`config.mk`:
```
export PLATFORM = sky130hd
export DESIGN_NAME = mem_arbiter_flat
export DESIGN_NICKNAME = d
export VERILOG_FILES = /design/src/rtl/mem_pkg.sv /design/src/rtl/mem_arbiter_if.sv /design/src/rtl/mem_arb_pick.sv /design/src/rtl/mem_arbiter.sv /design/src/flat_wrapper.sv
export SDC_FILE = /design/constraint.sdc
export NUM_CORES = 1
export LEC_CHECK = 0
export ABC_AREA = 1
export BUFFER_PORTS_ARGS = -buffer_cell sky130_fd_sc_hd__buf_2
export CORE_MARGIN = 4
export CORE_UTILIZATION = 40
export CTS_CLUSTER_SIZE = 8
export DETAILED_ROUTE_END_ITERATION = 12
export GPL_TIMING_DRIVEN = 0
export PLACE_DENSITY_LB_ADDON = 0.08
export REMOVE_ABC_BUFFERS = 1
export SETUP_SLACK_MARGIN = 0.5
export SLEW_MARGIN = 5
export SYNTH_ARGS = -nofsm -noshare
export SYNTH_HDL_FRONTEND = slang
export SYNTH_SLANG_ARGS = --single-unit
```
`constraint.sdc`:
```
create_clock -name clk_in -period 4.2 [get_ports clk_in]
set_clock_uncertainty 0.2 [all_clocks]
set_input_delay 0.84 -clock clk_in [delete_from_list [all_inputs] [get_ports clk_in]]
set_output_delay 0.84 -clock clk_in [all_outputs]
set_load 0.005 [all_outputs]
```
`src/rtl/mem_pkg.sv`:
```
// Shared encodings for the byte-serial memory arbiter: access types, FSM states,
// default IO window base and read-data extension helpers.
package mem_pkg;

  typedef enum logic [1:0] {
    ST_IDLE = 2'd0,
    ST_XFER = 2'd1,
    ST_WAIT = 2'd2,
    ST_DONE = 2'd3
  } state_t;

  localparam logic [1:0]  ACC_WORD         = 2'b00;
  localparam logic [1:0]  ACC_HALF         = 2'b01;
  localparam logic [1:0]  ACC_BYTE         = 2'b10;
  localparam int          ACC_UNSIGNED_BIT = 2;
  localparam logic [31:0] MEM_IO_BASE      = 32'h0003_0000;

  function automatic logic [2:0] beat_count(input logic [1:0] acc);
    case (acc)
      ACC_WORD: beat_count = 3'd4;
      ACC_HALF: beat_count = 3'd2;
      default:  beat_count = 3'd1;
    endcase
  endfunction

  function automatic logic [31:0] extend_read(input logic [31:0] raw, input logic [2:0] typ);
    logic sgn;
    sgn = 1'b0;
    case (typ[1:0])
      ACC_WORD: extend_read = raw;
      ACC_HALF: begin
        sgn = raw[15] & ~typ[ACC_UNSIGNED_BIT];
        extend_read = {{16{sgn}}, raw[15:0]};
      end
      default: begin
        sgn = raw[7] & ~typ[ACC_UNSIGNED_BIT];
        extend_read = {{24{sgn}}, raw[7:0]};
      end
    endcase
  endfunction

endpackage

```
`src/rtl/mem_arbiter_if.sv`:
```
// Requester-side bundle of the memory arbiter: per-port request fields in,
// grant/completion/read data out.
interface mem_arbiter_if #(
  parameter int NUM_PORTS  = 2,
  parameter int ADDR_WIDTH = 32
);
  logic [NUM_PORTS-1:0]            req_in;
  logic [NUM_PORTS*ADDR_WIDTH-1:0] addr_in;
  logic [NUM_PORTS*32-1:0]         wdata_in;
  logic [NUM_PORTS-1:0]            r_nw_in;
  logic [NUM_PORTS*3-1:0]          type_in;
  logic [NUM_PORTS-1:0]            grant_out;
  logic [NUM_PORTS-1:0]            done_out;
  logic [31:0]                     rdata_out;

  modport master (
    output req_in, addr_in, wdata_in, r_nw_in, type_in,
    input  grant_out, done_out, rdata_out
  );

  modport slave (
    input  req_in, addr_in, wdata_in, r_nw_in, type_in,
    output grant_out, done_out, rdata_out
  );
endinterface

```
`src/rtl/mem_arb_pick.sv`:
```
// One-hot requester selection. MEM_ARB_RR_EN selects round-robin with a
// next-start pointer; otherwise fixed priority, lowest index wins.
module mem_arb_pick
  import mem_pkg::*;
#(
  parameter int NUM_PORTS = 2,
  parameter int PW        = 1
) (
  input  logic                 clk_in,
  input  logic                 rst_in,
  input  logic                 accept,
  input  logic [NUM_PORTS-1:0] req,
  output logic [NUM_PORTS-1:0] grant,
  output logic [PW-1:0]        sel
);

`ifdef MEM_ARB_RR_EN
  localparam int SW = PW + 1;

  logic [PW-1:0] ptr_q;
  logic [SW-1:0] sum;
  logic [PW-1:0] cand;
  logic          found;

  always_comb begin
    grant = '0;
    sel   = '0;
    found = 1'b0;
    sum   = '0;
    cand  = '0;
    for (int i = 0; i < NUM_PORTS; i++) begin
      sum = {1'b0, ptr_q} + SW'(i);
      if (sum >= SW'(NUM_PORTS)) sum = sum - SW'(NUM_PORTS);
      cand = sum[PW-1:0];
      if (!found && req[cand]) begin
        found       = 1'b1;
        grant[cand] = 1'b1;
        sel         = cand;
      end
    end
  end

  // ptr_q holds the port where the next search begins
  always_ff @(posedge clk_in or negedge rst_in) begin
    if (!rst_in) begin
      ptr_q <= '0;
    end else if (accept) begin
      if (sel == PW'(NUM_PORTS - 1)) ptr_q <= '0;
      else                           ptr_q <= sel + 1'b1;
    end
  end
`else
  logic [PW-1:0] cand;
  logic          found;
  logic          unused_pick;

  assign unused_pick = ^{clk_in, rst_in, accept};

  always_comb begin
    grant = '0;
    sel   = '0;
    found = 1'b0;
    cand  = '0;
    for (int i = 0; i < NUM_PORTS; i++) begin
      cand = PW'(i);
      if (!found && req[cand]) begin
        found       = 1'b1;
        grant[cand] = 1'b1;
        sel         = cand;
      end
    end
  end
`endif

endmodule

```
`src/rtl/mem_arbiter.sv`:
```
// Byte-serial memory controller arbitrating NUM_PORTS requesters onto an 8-bit bus.
// Arbitration policy chosen by MEM_ARB_RR_EN (round-robin) or fixed priority by default.
//
// state | meaning
// IDLE  | waiting for a request; grant is combinational
// XFER  | one byte beat per cycle; IO writes stall while the IO buffer is full
// WAIT  | read only: capture the final byte returned by memory
// DONE  | one-cycle done pulse with extended read data
module mem_arbiter
  import mem_pkg::*;
#(
  parameter int                    NUM_PORTS  = 2,
  parameter int                    ADDR_WIDTH = 32,
  parameter logic [ADDR_WIDTH-1:0] IO_BASE    = ADDR_WIDTH'(MEM_IO_BASE)
) (
  input  logic                  clk_in,
  input  logic                  rst_in,
  input  logic                  rdy_in,
  mem_arbiter_if.slave          req_bus,
  input  logic [7:0]            mem_read,
  output logic [7:0]            mem_write,
  output logic [ADDR_WIDTH-1:0] mem_addr,
  output logic                  r_nw_out,
  input  logic                  io_buffer_full
);

  localparam int PW = (NUM_PORTS > 1) ? $clog2(NUM_PORTS) : 1;

  state_t                  state_q, state_d;
  logic [PW-1:0]           port_q;
  logic [ADDR_WIDTH-1:0]   addr_q;
  logic [31:0]             wdata_q;
  logic                    r_nw_q;
  logic [2:0]              type_q;
  logic [1:0]              beat_q, beat_d;
  logic [31:0]             rbuf_q;

  logic [NUM_PORTS-1:0]    pick_grant;
  logic [PW-1:0]           pick_sel;
  logic                    accept;
  logic [2:0]              n_beats;
  logic                    last_beat;
  logic [1:0]              last_idx;
  logic [1:0]              prev_idx;
  logic [ADDR_WIDTH-1:0]   beat_addr;
  logic                    stall;

  // Reset and rdy gating keep the grant silent even though it is combinational
  assign accept = rst_in && rdy_in && (state_q == ST_IDLE) && (|req_bus.req_in);
  assign req_bus.grant_out = accept ? pick_grant : '0;

  assign n_beats   = beat_count(type_q[1:0]);
  assign last_beat = ({1'b0, beat_q} == (n_beats - 3'd1));
  assign last_idx  = 2'(n_beats - 3'd1);
  assign prev_idx  = beat_q - 2'd1;
  assign beat_addr = addr_q + ADDR_WIDTH'(beat_q);
  assign stall     = (state_q == ST_XFER) && !r_nw_q && (beat_addr >= IO_BASE) && io_buffer_full;

  mem_arb_pick #(.NUM_PORTS(NUM_PORTS), .PW(PW)) u_pick (
    .clk_in (clk_in),
    .rst_in (rst_in),
    .accept (accept),
    .req    (req_bus.req_in),
    .grant  (pick_grant),
    .sel    (pick_sel)
  );

  always_comb begin
    state_d           = state_q;
    beat_d            = beat_q;
    mem_addr          = '0;
    r_nw_out          = 1'b1;
    mem_write         = 8'h00;
    req_bus.done_out  = '0;
    req_bus.rdata_out = '0;
    case (state_q)
      ST_IDLE: begin
        if (accept) begin
          state_d = ST_XFER;
          beat_d  = 2'd0;
        end
      end
      ST_XFER: begin
        mem_addr = beat_addr;
        if (!stall) begin
          r_nw_out  = r_nw_q;
          mem_write = r_nw_q ? 8'h00 : wdata_q[8*beat_q +: 8];
          if (last_beat) begin
            state_d = r_nw_q ? ST_WAIT : ST_DONE;
            beat_d  = 2'd0;
          end else begin
            beat_d = beat_q + 2'd1;
          end
        end
      end
      ST_WAIT: state_d = ST_DONE;
      ST_DONE: begin
        req_bus.done_out[port_q] = 1'b1;
        req_bus.rdata_out        = r_nw_q ? extend_read(rbuf_q, type_q) : 32'h0;
        state_d                  = ST_IDLE;
      end
      default: state_d = ST_IDLE;
    endcase
  end

  always_ff @(posedge clk_in or negedge rst_in) begin
    if (!rst_in) begin
      state_q <= ST_IDLE;
      port_q  <= '0;
      addr_q  <= '0;
      wdata_q <= '0;
      r_nw_q  <= 1'b0;
      type_q  <= '0;
      beat_q  <= '0;
      rbuf_q  <= '0;
    end else if (rdy_in) begin
      state_q <= state_d;
      beat_q  <= beat_d;
      if (accept) begin
        port_q  <= pick_sel;
        addr_q  <= req_bus.addr_in[pick_sel*ADDR_WIDTH +: ADDR_WIDTH];
        wdata_q <= req_bus.wdata_in[pick_sel*32 +: 32];
        r_nw_q  <= req_bus.r_nw_in[pick_sel];
        type_q  <= req_bus.type_in[pick_sel*3 +: 3];
        rbuf_q  <= '0;
      end
      // memory answers one cycle late, so each beat stores the previous beat's byte
      if (state_q == ST_XFER && r_nw_q && beat_q != 2'd0)
        rbuf_q[8*prev_idx +: 8] <= mem_read;
      if (state_q == ST_WAIT)
        rbuf_q[8*last_idx +: 8] <= mem_read;
    end
  end

endmodule

```
`src/flat_wrapper.sv`:
```
// flat-port wrapper written by rule: the top's interface ports become plain ports
module mem_arbiter_flat import mem_pkg::*;
#(
  parameter int                    NUM_PORTS  = 2,
  parameter int                    ADDR_WIDTH = 32,
  parameter logic [ADDR_WIDTH-1:0] IO_BASE    = ADDR_WIDTH'(MEM_IO_BASE)
)
  (clk_in, rst_in, rdy_in, mem_read, mem_write, mem_addr, r_nw_out, io_buffer_full, req_bus_req_in, req_bus_addr_in, req_bus_wdata_in, req_bus_r_nw_in, req_bus_type_in, req_bus_grant_out, req_bus_done_out, req_bus_rdata_out);
  mem_arbiter_if #(.NUM_PORTS(NUM_PORTS), .ADDR_WIDTH(ADDR_WIDTH)) req_bus_i ();
  input  logic clk_in;
  input  logic rst_in;
  input  logic rdy_in;
  input  logic [7:0] mem_read;
  output logic [7:0] mem_write;
  output logic [ADDR_WIDTH-1:0] mem_addr;
  output logic r_nw_out;
  input  logic io_buffer_full;
  input wire logic [$bits(req_bus_i.req_in)-1:0] req_bus_req_in;
  input wire logic [$bits(req_bus_i.addr_in)-1:0] req_bus_addr_in;
  input wire logic [$bits(req_bus_i.wdata_in)-1:0] req_bus_wdata_in;
  input wire logic [$bits(req_bus_i.r_nw_in)-1:0] req_bus_r_nw_in;
  input wire logic [$bits(req_bus_i.type_in)-1:0] req_bus_type_in;
  output wire logic [$bits(req_bus_i.grant_out)-1:0] req_bus_grant_out;
  output wire logic [$bits(req_bus_i.done_out)-1:0] req_bus_done_out;
  output wire logic [$bits(req_bus_i.rdata_out)-1:0] req_bus_rdata_out;
  assign req_bus_i.req_in = req_bus_req_in;
  assign req_bus_i.addr_in = req_bus_addr_in;
  assign req_bus_i.wdata_in = req_bus_wdata_in;
  assign req_bus_i.r_nw_in = req_bus_r_nw_in;
  assign req_bus_i.type_in = req_bus_type_in;
  assign req_bus_grant_out = req_bus_i.grant_out;
  assign req_bus_done_out = req_bus_i.done_out;
  assign req_bus_rdata_out = req_bus_i.rdata_out;
  mem_arbiter #(.NUM_PORTS(NUM_PORTS), .ADDR_WIDTH(ADDR_WIDTH), .IO_BASE(IO_BASE)) u_core (.clk_in(clk_in), .rst_in(rst_in), .rdy_in(rdy_in), .req_bus(req_bus_i), .mem_read(mem_read), .mem_write(mem_write), .mem_addr(mem_addr), .r_nw_out(r_nw_out), .io_buffer_full(io_buffer_full));
endmodule
```
### Word level (Yosys, flattened, before mapping)

Index checks and enable logic that the tools add are counted.

* reduce and logical (&&, ||, !) cells: 20
* shift operators: 8
* $mul: 1
* $add $sub $neg: 6
* bitwise gates (word level): 3
* mux-type cells: 34
* $lt $le $gt $ge: 4
* equality and inequality tests: 8

Operators by type and width (count)
* two-way mux 32 bit: 8
* variable part select 64 x 7 -> 32 bit: 2
* negator 5 -> 34 bit: 2
* variable shift 8 x 34 -> 32 bit, first input constant: 2
* variable part select 8 x 34 -> 32 bit: 2
* bitwise mux 32 bit: 2
* case mux 32 bit (2 select lines): 1
* adder 32 x 2 -> 32 bit: 1
* greater-or-equal comparator 32 x 18 -> 1 bit, second input constant: 1
* variable part select 32 x 6 -> 8 bit: 1
* two-way mux 8 bit: 3
* two-way mux 2 bit: 8
* logical AND 1 bit: 10
* two-way mux 1 bit: 8
* case mux 2 bit (4 select lines): 1
* AND reduction 4 bit: 2
* case mux 3 bit (2 select lines): 1
* variable part select 6 x 4 -> 3 bit: 1
* equality test 2 x 1 -> 1 bit, second input constant: 2
* equality test 2 bit, second input constant: 2
* logical NOT 2 bit: 2
* < comparator 1 x 2 -> 1 bit, second input constant: 2
* != test 2 x 1 -> 1 bit, second input constant: 2
* case mux 2 bit (2 select lines): 1
* other kinds (14): 17

* output and inout port bits: 77
* bits of input ports: 150
* logic and storage cells: 92
* register bits after elaboration: 105

### Longest topological paths before layout

Gate-level depths: netlist (run 1).

* depth after elaboration: 10
* gate-level depth with buffers: 19
* mapped depth without buffers: 19

### Hierarchy

From an unflattened synthesis (run 1), not the netlist that was laid out.

* cell total of the unflattened synthesis: 1069
* area total of the unflattened synthesis: 7193.1 µm²

Modules (own cells, without submodules)
* mem_arbiter: area an instance 7168.1 µm², times used 1, seq. area each 2627.5 µm², cells each 1065
* mem_arb_pick: area an instance 25.0 µm², times used 1, seq. area each 0.0 µm², cells each 4

### Worst setup path before layout (run 1)

Ideal clock, no wire load.

* path type: flip-flop to output port
* from: register u_core.beat_q[1]
* to: output mem_write[0]
* setup slack: 556 ps
* required time: 3160 ps
* stages on the path, launching flop included: 19
* arrival: 2604 ps
* buffers on the path: 1
* cell sequence: dfrtp_1 > clkinv_1 > clkbuf_1 > fa_1 > inv_1 > nand2_1 > nor2_1 > nand2_2 > nor2_4 > nand2_1 > nand2_1 > nand2_1 > nor2_1 > nand2_1 > nor2_1 > nand2_2 > nand2_4 > nand2_8 > nor2_2

* longest elaborated chain between the ends: 6
* elaborated cells between the ends (all ways): 8
* those cells by class: add/sub (1); order compare (1); shift (1); mux (3); reduce/logical (2)

RTL lines
* from (decl): line mem_arbiter.sv:35 `logic [1:0] beat_q, beat_d;`
* from (signal assigned): line mem_arbiter.sv:118 `beat_q <= beat_d;`
* adder 32 x 2 -> 32 bit: line mem_arbiter.sv:56 `assign beat_addr = addr_q + ADDR_WIDTH'(beat_q);`
* greater-or-equal comparator 32 x 18 -> 1 bit: line mem_arbiter.sv:57 `assign stall = (state_q == ST_XFER) && !r_nw_q && (beat_addr >= IO_BASE) && io_buffer_full;`
* logical AND 1 bit (2 in series): line mem_arbiter.sv:57
* two-way mux 8 bit (*): line mem_arbiter.sv:85 `if (!stall) begin`
* two-way mux 8 bit (*): line mem_arbiter.sv:76 `case (state_q)`
* to (decl): line flat_wrapper.sv:14 `output logic [7:0] mem_write;`

Mark *: on every way between the ends. The rest lies on a longest branch, timed or not.

### Worst setup path after layout (run 1)

* from: register u_core.beat_q[0]
* to: output mem_write[0]

The elaborated chain is that of the path after synthesis.

==> metrics, run 1 <==
total internal power=0.00290 W; critical-path cell list=ha_4, inv_2, fa_2, inv_4, nand3_4, inv_4, nand3b_1, inv_2, nand2_1, nand2_1, nand2_1, nor2_1, nand2_1, nor2_2, nand2_2, nand2_4, nand2_8, nor2_2, buf_2; RSZ-0062 raised after global routing=true; ys flop type=dfrtp_1; global-route wire length before repair=around 36000 µm; status=completed; area share of the largest cell type after synthesis=0.384; Largest stage delay, worst path=~0.44 ns; Die Ht=between 100 and 150 µm; CTS root buf=clkbuf_16; synthesized area=approximately 7000 µm²; count of final setup violators=0; Core Area=16600 µm²; commonest non-fill, non-tap cell in the layout=nand2_1; worst skew pair latency=about 0.35 ns; actual slew at the worst max-slew pin=~0.91 ns; register area=roughly 2600 µm²; f_max=between 0.2 and 0.3 GHz; power share of the clock group=0.168; worst flop-to-flop path endpoint=u_core.rbuf_q[21]; layout cell share with drive strength beyond 1=0.274; asr flop ratio synth=1.00; htree depth=3; # IOs=227; setup TNS=0 ns; Cells after Synth=979; Port Buf Inserts=226; die extent in x=around 140 µm; TritonRoute pass-1 iters=5; maxcap violations=0; multi-input logic area=between 3000 and 4000 µm²; CTS tree=yes; Synth Area in Compound Gates=0.166; gr usage total=0.229; peak fanout along the critical path=5; # fillers=between 1500 and 2000; Cells after DPL=roughly 1400; vias post-DR=7370; Sw Pwr=between 0.002 and 0.0025 W; CP arrival=roughly 2.9 ns; CTS buffer count=9; placed cell area=about 8000 µm²; synthesized-area fraction occupied by adder cells=0.0249; R2R depth=6; dpl hpwl=between 15000 and 20000 µm; fin nets=between 1000 and 1500; FF-to-FF Start=u_core.beat_q[0]; gpl congestion=just under 0.9; most used cell along the critical path=nand2_1; Fin. Hold Viols=0; r2r setup slk=~0.89 ns; ANT nets after route=0; Area Growth Syn to Fin=28.5%; Max VDD drop=0.000280 V; Iter 0 DRT Violations=~450; Setup Crit Path Kind=reg -> out; Startpoint Class=flip-flop; Clock Path Buffers=2; combinational family with the most area after synthesis=simple AND/OR/NAND/NOR gates; design area=between 8000 and 9000 µm²; mux contribution to synthesized area=0; Post-Layout Cell Count=1413; Clock Sinks=around 110; Tcrit/Tclk final=0.935; Crit. End Element=output port; delay-heaviest family, CP=simple AND/OR/NAND/NOR gates; fin crit period=slightly below 4 ns; initial antenna violation count=1; hold buffers post-CTS=0; Worst Path Buf+Inv=5; PwrDens=~590 nW/µm²; register area share after synthesis=0.384; Net Sw Frac=0.441; largest net degree at the start of global routing=82; area leader, netlist=dfrtp_1; Worst Path Required=3.16 ns; YS warnings=0; pins over their slew limit=0; vias per inst=5.22; Worst-path clk slew=approximately 0.07 ns; Post-Syn Area per Cell=around 7.0 µm²; Post-synth EDFFs=0; simple-gate share of the synthesized area=0.351; Initial Util=0.411; drt drc=0; power share of the combinational group=0.473; commonest cells after routing, fill and taps aside=236 x nand2_1, 221 x buf_2, 150 x nor2_1, 103 x dfrtp_1, 86 x nand3_1; vias in the first global route=a little over 7000; Synth Area in XOR/XNOR=0.00641; largest cells by area after synthesis=dfrtp_1 38%, nand2_1 13%, nor2_1 8.5%; Slew headroom=0.390; post-synthesis register bit count=about 110; P_leak=between 4 and 5 nW; hold_ws=0.138 ns; WL final=22600 µm; Rows=47; Slowest cell on crit path=dfrtp_4; Die Area=19200 µm²; Reg power frac=0.359; post-synth cell types=37; grt ovf=0; routed length per placed instance=between 15 and 20 µm; type of the worst min-delay path=in -> async
[cell usage after synthesis, types with 12 or more instances]
cell and instances:
ha_1 12, nor2_2 17, dfrtp_1 105, nand3b_1 12
a21oi_1 53, nor2_1 155, nand3_1 87, a31oi_1 78
clkbuf_1 47, o21ai_0 28, inv_1 53, nand2_1 239
[routing by layer]
layer,share of wire,up-vias,GRT usage
met4,0.014,2,0.0582
li1,-,3731,-
met2,0.47,213,0.370
met1,0.46,3400,0.318
met5,0.00053,-,0
met3,0.058,24,0.0462
[sequential cells by signal (all words and copies together) (netlist names)]
name	cells
u_core.type_q	3
u_core.beat_q	2
u_core.state_q	2
u_core.r_nw_q	1
u_core.rbuf_q	32
u_core.port_q	1
u_core.wdata_q	32
u_core.addr_q	32
[cell families after synthesis]
logic type | Yosys count
buffers and inverters | 120
adder cells (fa/ha/maj) | 13
XOR/XNOR | 5
AND/OR/NAND/NOR | 548
flip-flops | 105
AO/OA/AOI/OAI | 188
[power by group through the flow]
stage	sequential (W)	clock, W	combinational, W
3_3_place_gp	0.00189	0	0.00225
2_1_floorplan	0.00175	0	0.00157
5_1_grt	0.00193	0.000937	0.00280
3_5_place_dp	0.00189	0	0.00227
6_report	0.00187	0.000874	0.00246
4_1_cts	0.00185	0.000890	0.00241
[how the worst max path moves through the flow]
stage                      from                 to  slack (ns)  cells past startpoint
2_1_floorplan            rdy_in  u_core.state_q[0]       -3.21                      8
3_3_place_gp             rst_in  u_core.state_q[0]       -8.93                      9
6_report       u_core.beat_q[0]       mem_write[0]        0.27                     19
3_5_place_dp   u_core.beat_q[0]       mem_write[2]       -0.72                     19
5_1_grt        u_core.beat_q[0]       mem_write[0]        0.11                     19
4_1_cts        u_core.beat_q[0]       mem_write[2]        0.21                     19
[through the flow]
step,power (W),setup slack (ns),util
after floorplan,0.00331,-3.21,-
after global placement,0.00414,-8.93,0.481
after detailed placement,0.00416,-0.720,0.489
after CTS,0.00515,0.210,0.520
after global routing,0.00567,0.106,0.528
final,0.00520,0.271,0.528
[layout make-up]
cell class                 instances  share of cell area
tap                              220              0.0313
multi-input combinational        756               0.443
timing repair buffer             252               0.162
inverter                          62              0.0295
clock buffer                      12              0.0281
timing repair inverter             1            0.000997
sequential                       105               0.300
clock inverter                     4             0.00584
antenna                            1            0.000285
[worst register-to-register path: cells and delay by family (launching register included)]
family                   cells  cell delay, ns
AO/OA/AOI/OAI                1            0.43
adder cells (fa/ha/maj)      1            0.45
buffers and inverters        2            0.83
flip-flops                   1            0.44
AND/OR/NAND/NOR              2            0.85
[timing repair]
item | CTS | global route
endpoints found under the setup margin | 76 | 18
gates resized for setup | 25 | 17
buffers inserted | 16 | 5
cloned | 2 | 1
pin swaps | 14 | 9
Power figures use the tool's default switching activity.
==> run 2, diff against run 1 <==
--- a/config.mk
+++ b/config.mk
@@ -8,7 +8,7 @@
 export ABC_AREA = 1
 export BUFFER_PORTS_ARGS = -buffer_cell sky130_fd_sc_hd__buf_2
 export CORE_MARGIN = 4
-export CORE_UTILIZATION = 40
+export CORE_UTILIZATION = 35
 export CTS_CLUSTER_SIZE = 8
 export DETAILED_ROUTE_END_ITERATION = 12
 export GPL_TIMING_DRIVEN = 0
@@ -18,4 +18,5 @@
 export SLEW_MARGIN = 5
 export SYNTH_ARGS = -nofsm -noshare
 export SYNTH_HDL_FRONTEND = slang
+export SYNTH_HIERARCHICAL = 1
 export SYNTH_SLANG_ARGS = --single-unit
==> run 2 against run 1 <==
Largest power group unchanged; count of clock-buffer cells in the layout down 3; wire length up 3.7%; global-route usage down 2.6 points; synthesized cell count up 9.2%; sequential cell count unchanged; clock power about the same; area after synthesis up 5.3%; critical endpoint is now mem_write[2]; power down 6.6%; sequential power down 3%; cell count up 10%; largest cell class unchanged.
==> metrics, run 2 <==
# IOs=227 (unchanged); TritonRoute pass-1 iters=5 (unchanged); count leader, synth=nand2_1; vias in the first global route=7065 (+0.30%); Tcrit/Tclk final=0.899 (-0.0365); f_max=0.265 GHz (+4.1%); largest cells by area after synthesis=dfrtp_1 37%, nand2_1 12%, inv_1 11%; Worst Path Required=3.16 ns (about the same); Startpoint Class=flip-flop; power share of the clock group=0.181 (+0.013); gr usage total=0.203 (-0.0259); power share of the combinational group=0.446 (-0.027); synthesized area=7190 µm² (+5.3%); fin nets=1446 (+7.1%); asr flop ratio synth=1.00 (unchanged); vias post-DR=7436 (+0.90%); total internal power=0.00270 W (-6.9%); Net Sw Frac=0.443 (+0.00177); post-synthesis register bit count=105 (unchanged); grt ovf=0 (unchanged); count of final setup violators=0 (unchanged); Rows=52 (+11%); commonest non-fill, non-tap cell in the layout=nand2_1; commonest cells after routing, fill and taps aside=233 x nand2_1, 224 x buf_2, 213 x inv_1, 148 x o21ai_0, 103 x dfrtp_1; gpl congestion=0.849 (-4.9%); P_leak=4.82 nW (+12%); post-synth cell types=36 (-2.7%); initial antenna violation count=0 (-1); Routed met1 length=11400 µm (+9.0%); register area share after synthesis=0.365 (-0.0192); fin crit period=3.78 ns (-0.153 ns); Setup Crit Path Kind=reg -> out; pins over their slew limit=0 (unchanged); Post-Syn Area per Cell=6.73 µm² (-3.6%); worst skew pair latency=0.35 ns (about the same); Max VDD drop=0.000206 V (-27%); PwrDens=526 nW/µm² (-11%); Slew headroom=0.403 (+0.0133); Top Registers=u_core/addr_q: 32 flops, u_core/rbuf_q: 32 flops, u_core/wdata_q: 32 flops; n_diodes=0 (-1); largest net degree at the start of global routing=63 (-23%); dpl hpwl=16500 µm (+5.4%); CTS buffer count=9 (unchanged); Reg power frac=0.373 (+0.014); Worst-path clk slew=0.07 ns (about the same); Die Ht=151 µm (+9.1%); Post-Layout Cell Count=1557 (+10%); global-route wire length before repair=36500 µm (+0.17%); status=completed; ANT nets after route=0 (unchanged); maxcap violations=0 (unchanged); CP arrival=2.74 ns (-0.15 ns); ys flop type=dfrtp_1; vias per inst=4.78 (-8.4%); Clock Path Buffers=2 (unchanged); Max Used Layer=met4; Area Growth Syn to Fin=28.2%; Initial Util=0.355 (-0.0552); CTS tree=yes; CTS root buf=clkbuf_16; DR WL met2=10200 µm (-3.2%); drt drc=0 (unchanged); routed length per placed instance=15.0 µm (-5.9%); most frequent cells after synthesis=235 x nand2_1, 215 x inv_1, 148 x o21ai_0; Cells after Synth=1069 (+9.2%); layout cell share with drive strength beyond 1=0.252 (-0.0226); Clock Sinks=105 (unchanged); type of the worst min-delay path=in -> async; fin util=0.456 (-0.0719); htree depth=3 (unchanged); R2R depth=8 (+2); Cells after DPL=1524 (+11%); peak fanout along the critical path=5 (unchanged); Core Area=20200 µm² (+22%); YS warnings=6 (+6); Sw Pwr=0.00215 W (-6.3%); Die Area=22900 µm² (+19%); WL final=23400 µm (+3.7%); Port Buf Inserts=226 (unchanged); area share of the largest cell type after synthesis=0.365 (-0.0192); die extent in x=151 µm (+9.1%); Post-synth EDFFs=0 (unchanged); Fin. Hold Viols=0 (unchanged); hold_ws=0.177 ns (+0.0382 ns); RSZ-0062 raised after global routing=true; Crit. End Element=output port; hold buffers post-CTS=0 (unchanged); wire length on met3=1660 µm (+27%); area leader, netlist=dfrtp_1; Iter 0 DRT Violations=358 (-21%); actual slew at the worst max-slew pin=0.884 ns (-0.0290 ns)
-- run 2: layer usage --
layer / up-vias / global-route usage
li1: 3840 / -
met1: 3356 / 0.298
met2: 225 / 0.310
met3: 15 / 0.0425
met4: 0 / 0.0399
met5: - / 0
-- run 2: what timing repair did --
item / in CTS / in global routing
gates resized for setup: 26 / 5
cloned: 3 / 0
buffers inserted: 14 / 1
pin swaps: 8 / 6
setup endpoints to repair: 48 / 12
-- run 2: through the flow --
step	instance area (µm²)	setup WS, ns	total power [W]	setup TNS (ns)
CTS	9190	0.366	0.00488	0
global placement	8470	-8.83	0.00378	-678.26
floorplan	7010	-2.15	0.00304	-67.57
finish	9230	0.425	0.00485	0
global route	9230	0.225	0.00531	0
detailed placement	8630	0.0356	0.00382	0
-- run 2: cell families (layout without fill, tap and decap cells) --
family | count (synthesis) | count (layout) | synth area share
compound gates | 283 | 283 | 0.226
xor+xnor | 5 | 5 | 0.00609
fa+ha+maj | 13 | 13 | 0.0237
buf+inv | 267 | 483 | 0.141
flops | 105 | 105 | 0.365
simple gates | 396 | 398 | 0.238
-- run 2: power groups by stage --
stage	Combinational [W]	Clock, W	Sequential [W]
6_report	0.00216	0.000877	0.00181
5_1_grt	0.00250	0.000940	0.00187
4_1_cts	0.00217	0.000910	0.00180
3_3_place_gp	0.00194	0	0.00184
3_5_place_dp	0.00197	0	0.00185
2_1_floorplan	0.00132	0	0.00172
-- run 2: worst paths after layout --
| path | from | end | slack [ns] |
|---|---|---|---|
| worst min register to register | u_core/wdata_q[22] | u_core/wdata_q[22] | 0.28 |
| worst max-delay path | u_core/beat_q[0] | mem_write[2] | 0.42 |
| max in group asynchronous | rst_in | u_core/addr_q[3] | 2.95 |
| worst max register to register | u_core/state_q[1] | u_core/rbuf_q[11] | 0.75 |
| worst min-delay path | rst_in | u_core/rbuf_q[4] | 0.18 |
| min in group clk_in | u_core/wdata_q[22] | u_core/wdata_q[22] | 0.28 |
-- run 2: area by class of cell --
cell class / instances / area (µm²)
fillers: 2168 / 11000
multi-input cells: 699 / 3700
flip-flops and latches: 105 / 2640
repair buffers: 247 / 1420
inverters: 220 / 835
well taps: 270 / 338
clock buffers: 9 / 225
clock inverters: 6 / 75.1
repair inverters: 1 / 5.00
-- run 2: worst max-delay path, stage by stage, from the launching register on --
cell	delay (ns)
dfrtp_4	0.51
ha_4	0.17
fa_2	0.37
nand2_4	0.11
nor2_4	0.05
nand2_2	0.09
inv_1	0.07
nand3_1	0.10
nand2_1	0.06
nor2_1	0.10
nand2_1	0.07
nor2_2	0.12
nand2_2	0.08
nand2_4	0.15
nand2_8	0.10
nor2_2	0.11
buf_2	0.13
==> run 3, diff against run 2 <==
--- a/config.mk
+++ b/config.mk
@@ -9,13 +9,14 @@
 export BUFFER_PORTS_ARGS = -buffer_cell sky130_fd_sc_hd__buf_2
 export CORE_MARGIN = 4
 export CORE_UTILIZATION = 35
+export CTS_BUF_LIST = sky130_fd_sc_hd__clkbuf_8
 export CTS_CLUSTER_SIZE = 8
 export DETAILED_ROUTE_END_ITERATION = 12
 export GPL_TIMING_DRIVEN = 0
 export PLACE_DENSITY_LB_ADDON = 0.08
 export REMOVE_ABC_BUFFERS = 1
 export SETUP_SLACK_MARGIN = 0.5
-export SLEW_MARGIN = 5
+export SLEW_MARGIN = 15
 export SYNTH_ARGS = -nofsm -noshare
 export SYNTH_HDL_FRONTEND = slang
 export SYNTH_HIERARCHICAL = 1
==> constraint.sdc (replaced) <==
create_clock -name clk_in -period 4.7 [get_ports clk_in]
set_clock_uncertainty 0.2 [all_clocks]
set_input_delay 0.94 -clock clk_in [delete_from_list [all_inputs] [get_ports clk_in]]
set_output_delay 0.94 -clock clk_in [all_outputs]
set_load 0.005 [all_outputs]
==> run 3 against run 2 <==
Clock power down 37%; cell count about the same; worst hold slack better by 0.092 ns; combinational power down 11%; sequential cell count unchanged; power down 16%; global-route usage down 0.72 points; first-iteration DRC count up 7.3%; register-to-register slack better by 0.47 ns; die area unchanged; sequential share of layout area up 0.46 points; critical endpoint unchanged; largest cell class unchanged.
==> metrics, run 3 (synthesis results as in run 2) <==
Total Power=0.00408 W (-16%); dpl ws=0.480 ns (+0.445 ns); P_leak=4.78 nW (-0.76%); Slew headroom=0.433 (+0.0299); WL final=23000 µm (-1.6%); Fin. Hold Viols=0 (unchanged); f_max=~0.25 GHz; RSZ-0062 raised after global routing=true; Die Ht=151 µm (unchanged); placed cell area=8680 µm² (+0.62%); actual slew at the worst max-slew pin=0.839 ns (-0.0443 ns); count of final setup violators=0 (unchanged); gr usage total=0.196 (-0.00716); type of the worst min-delay path=in -> async; PwrDens=450 nW/µm² (-15%); Setup Crit Path Kind=reg -> out; Worst Path Required=3.56 ns (+0.40 ns); commonest non-fill, non-tap cell in the layout=nand2_1; commonest cells after routing, fill and taps aside=233 x nand2_1, 225 x buf_2, 214 x inv_1, 148 x o21ai_0, 103 x dfrtp_1; hold buffers post-CTS=0 (unchanged); gpl congestion=0.849 (unchanged); Worst-path clk slew=0.10 ns (+0.03 ns); setup TNS=0 ns (unchanged); CTS root buf=clkbuf_8; global-route wire length before repair=35500 µm (-2.8%); layout cell share with drive strength beyond 1=0.248 (-0.00408); CP arrival=2.85 ns (+0.11 ns); htree depth=3 (unchanged); Top Registers=u_core/addr_q: 32 flops, u_core/rbuf_q: 32 flops, u_core/wdata_q: 32 flops; Tcrit/Tclk final=0.848; die extent in x=151 µm (unchanged); routed length per placed instance=14.8 µm (-1.7%); Max VDD drop=0.000176 V (-15%); Initial Util=0.355 (unchanged); CTS buffer count=9 (unchanged); TritonRoute pass-1 iters=5 (unchanged); dpl hpwl=16600 µm (+0.46%); worst skew pair latency=0.39 ns (+0.04 ns); vias per inst=4.72 (-1.1%); Core Area=20200 µm² (unchanged); initial antenna violation count=0 (unchanged); Area Growth Syn to Fin=26.1%; hold_ws=0.269 ns (+0.0919 ns); Clock Sinks=105 (unchanged); ANT nets after route=0 (unchanged); Crit. End Element=output port; pins over their slew limit=0 (unchanged); fin nets=1446 (unchanged); Clock Path Buffers=2 (unchanged); n_diodes=0 (unchanged); Final WS setup=0.714 ns (+0.289 ns); Rows=52 (unchanged); Die Area=22900 µm² (unchanged); status=completed; # IOs=227 (unchanged); Iter 0 DRT Violations=384 (+7.3%); peak fanout along the critical path=11 (+6); maxcap violations=0 (unchanged); Port Buf Inserts=226 (unchanged); grt ovf=0 (unchanged); fin crit period=between 3 and 4 ns; vias post-DR=7360 (-1.0%); Startpoint Class=flip-flop; largest net degree at the start of global routing=63 (unchanged); drt drc=0 (unchanged); design area=9070 µm² (-1.7%); CTS tree=yes; vias in the first global route=6911 (-2.2%)
run 3: changes by cell type in the layout (fill, tap and decap cells not counted), sizes merged:
cell,change
buf,-1
bufbuf,+1
bufinv,-1
clkbuf,+1
clkinv,+1
clkinvlp,-1
inv,+2
nand2,-1
run 3: worst paths after layout:
check                                   startpoint                 end  depth (start not counted)  slack (ns)
worst min-delay path                        rst_in    u_core/rbuf_q[4]                          1        0.27
min in group clk_in             u_core/wdata_q[21]  u_core/wdata_q[21]                          2        0.29
max in group asynchronous                   rst_in  u_core/wdata_q[26]                          2        3.35
worst min register to register  u_core/wdata_q[21]  u_core/wdata_q[21]                          2        0.29
worst max register to register   u_core/state_q[1]   u_core/rbuf_q[11]                          8        1.22
worst max-delay path              u_core/beat_q[0]        mem_write[2]                         17        0.71
run 3: critical path, stage by stage, from the launching register on:
cell	delay [ns]
dfrtp_2	0.45
buf_12	0.16
ha_4	0.16
fa_2	0.36
nand2_4	0.11
nor2_4	0.05
nand2_2	0.11
inv_1	0.07
nand3_1	0.11
nand2_1	0.07
nor2_1	0.10
nand2_1	0.07
nor2_2	0.12
nand2_2	0.08
nand2_4	0.10
nand2_8	0.10
nor2_2	0.11
buf_2	0.13
run 3: through the flow:
stage / std cells / utilization
after floorplan: 1022 / -
after global placement: 1518 / 0.419
after detailed placement: 1526 / 0.429
after CTS: 1546 / 0.441
after global routing: 1558 / 0.448
final: 1558 / 0.448
run 3: layer usage:
metal,vias up,global-route usage,wire length [µm]
met5,-,0,0
met4,0,0.0490,315
met3,21,0.0371,1720
met2,222,0.296,9680
met1,3281,0.289,11300
li1,3836,-,-
run 3: timing repair:
action	4_1_cts	5_1_grt
setup buffers	2	10
gates resized for setup	5	8
cloned	2	2
setup endpoints to repair	19	11
pin swaps	2	3
run 3: layout make-up:
class                      instances  area (µm²)
fill                            2181       11200
multi-input combinational        698        3620
sequential                       105        2630
timing repair buffer             248        1470
inverter                         220         830
tap                              270         338
clock buffer                       9         124
clock inverter                     7        55.1
timing repair inverter             1        5.00
run 3: power by group:
group / total (W) / switching, W / leakage [nW] / internal (W)
registers: 0.00161 / 0.000312 / 1.32 / 0.00130
clock network: 0.000555 / 0.000355 / 0.0973 / 0.000200
logic: 0.00192 / 0.00120 / 3.36 / 0.000713
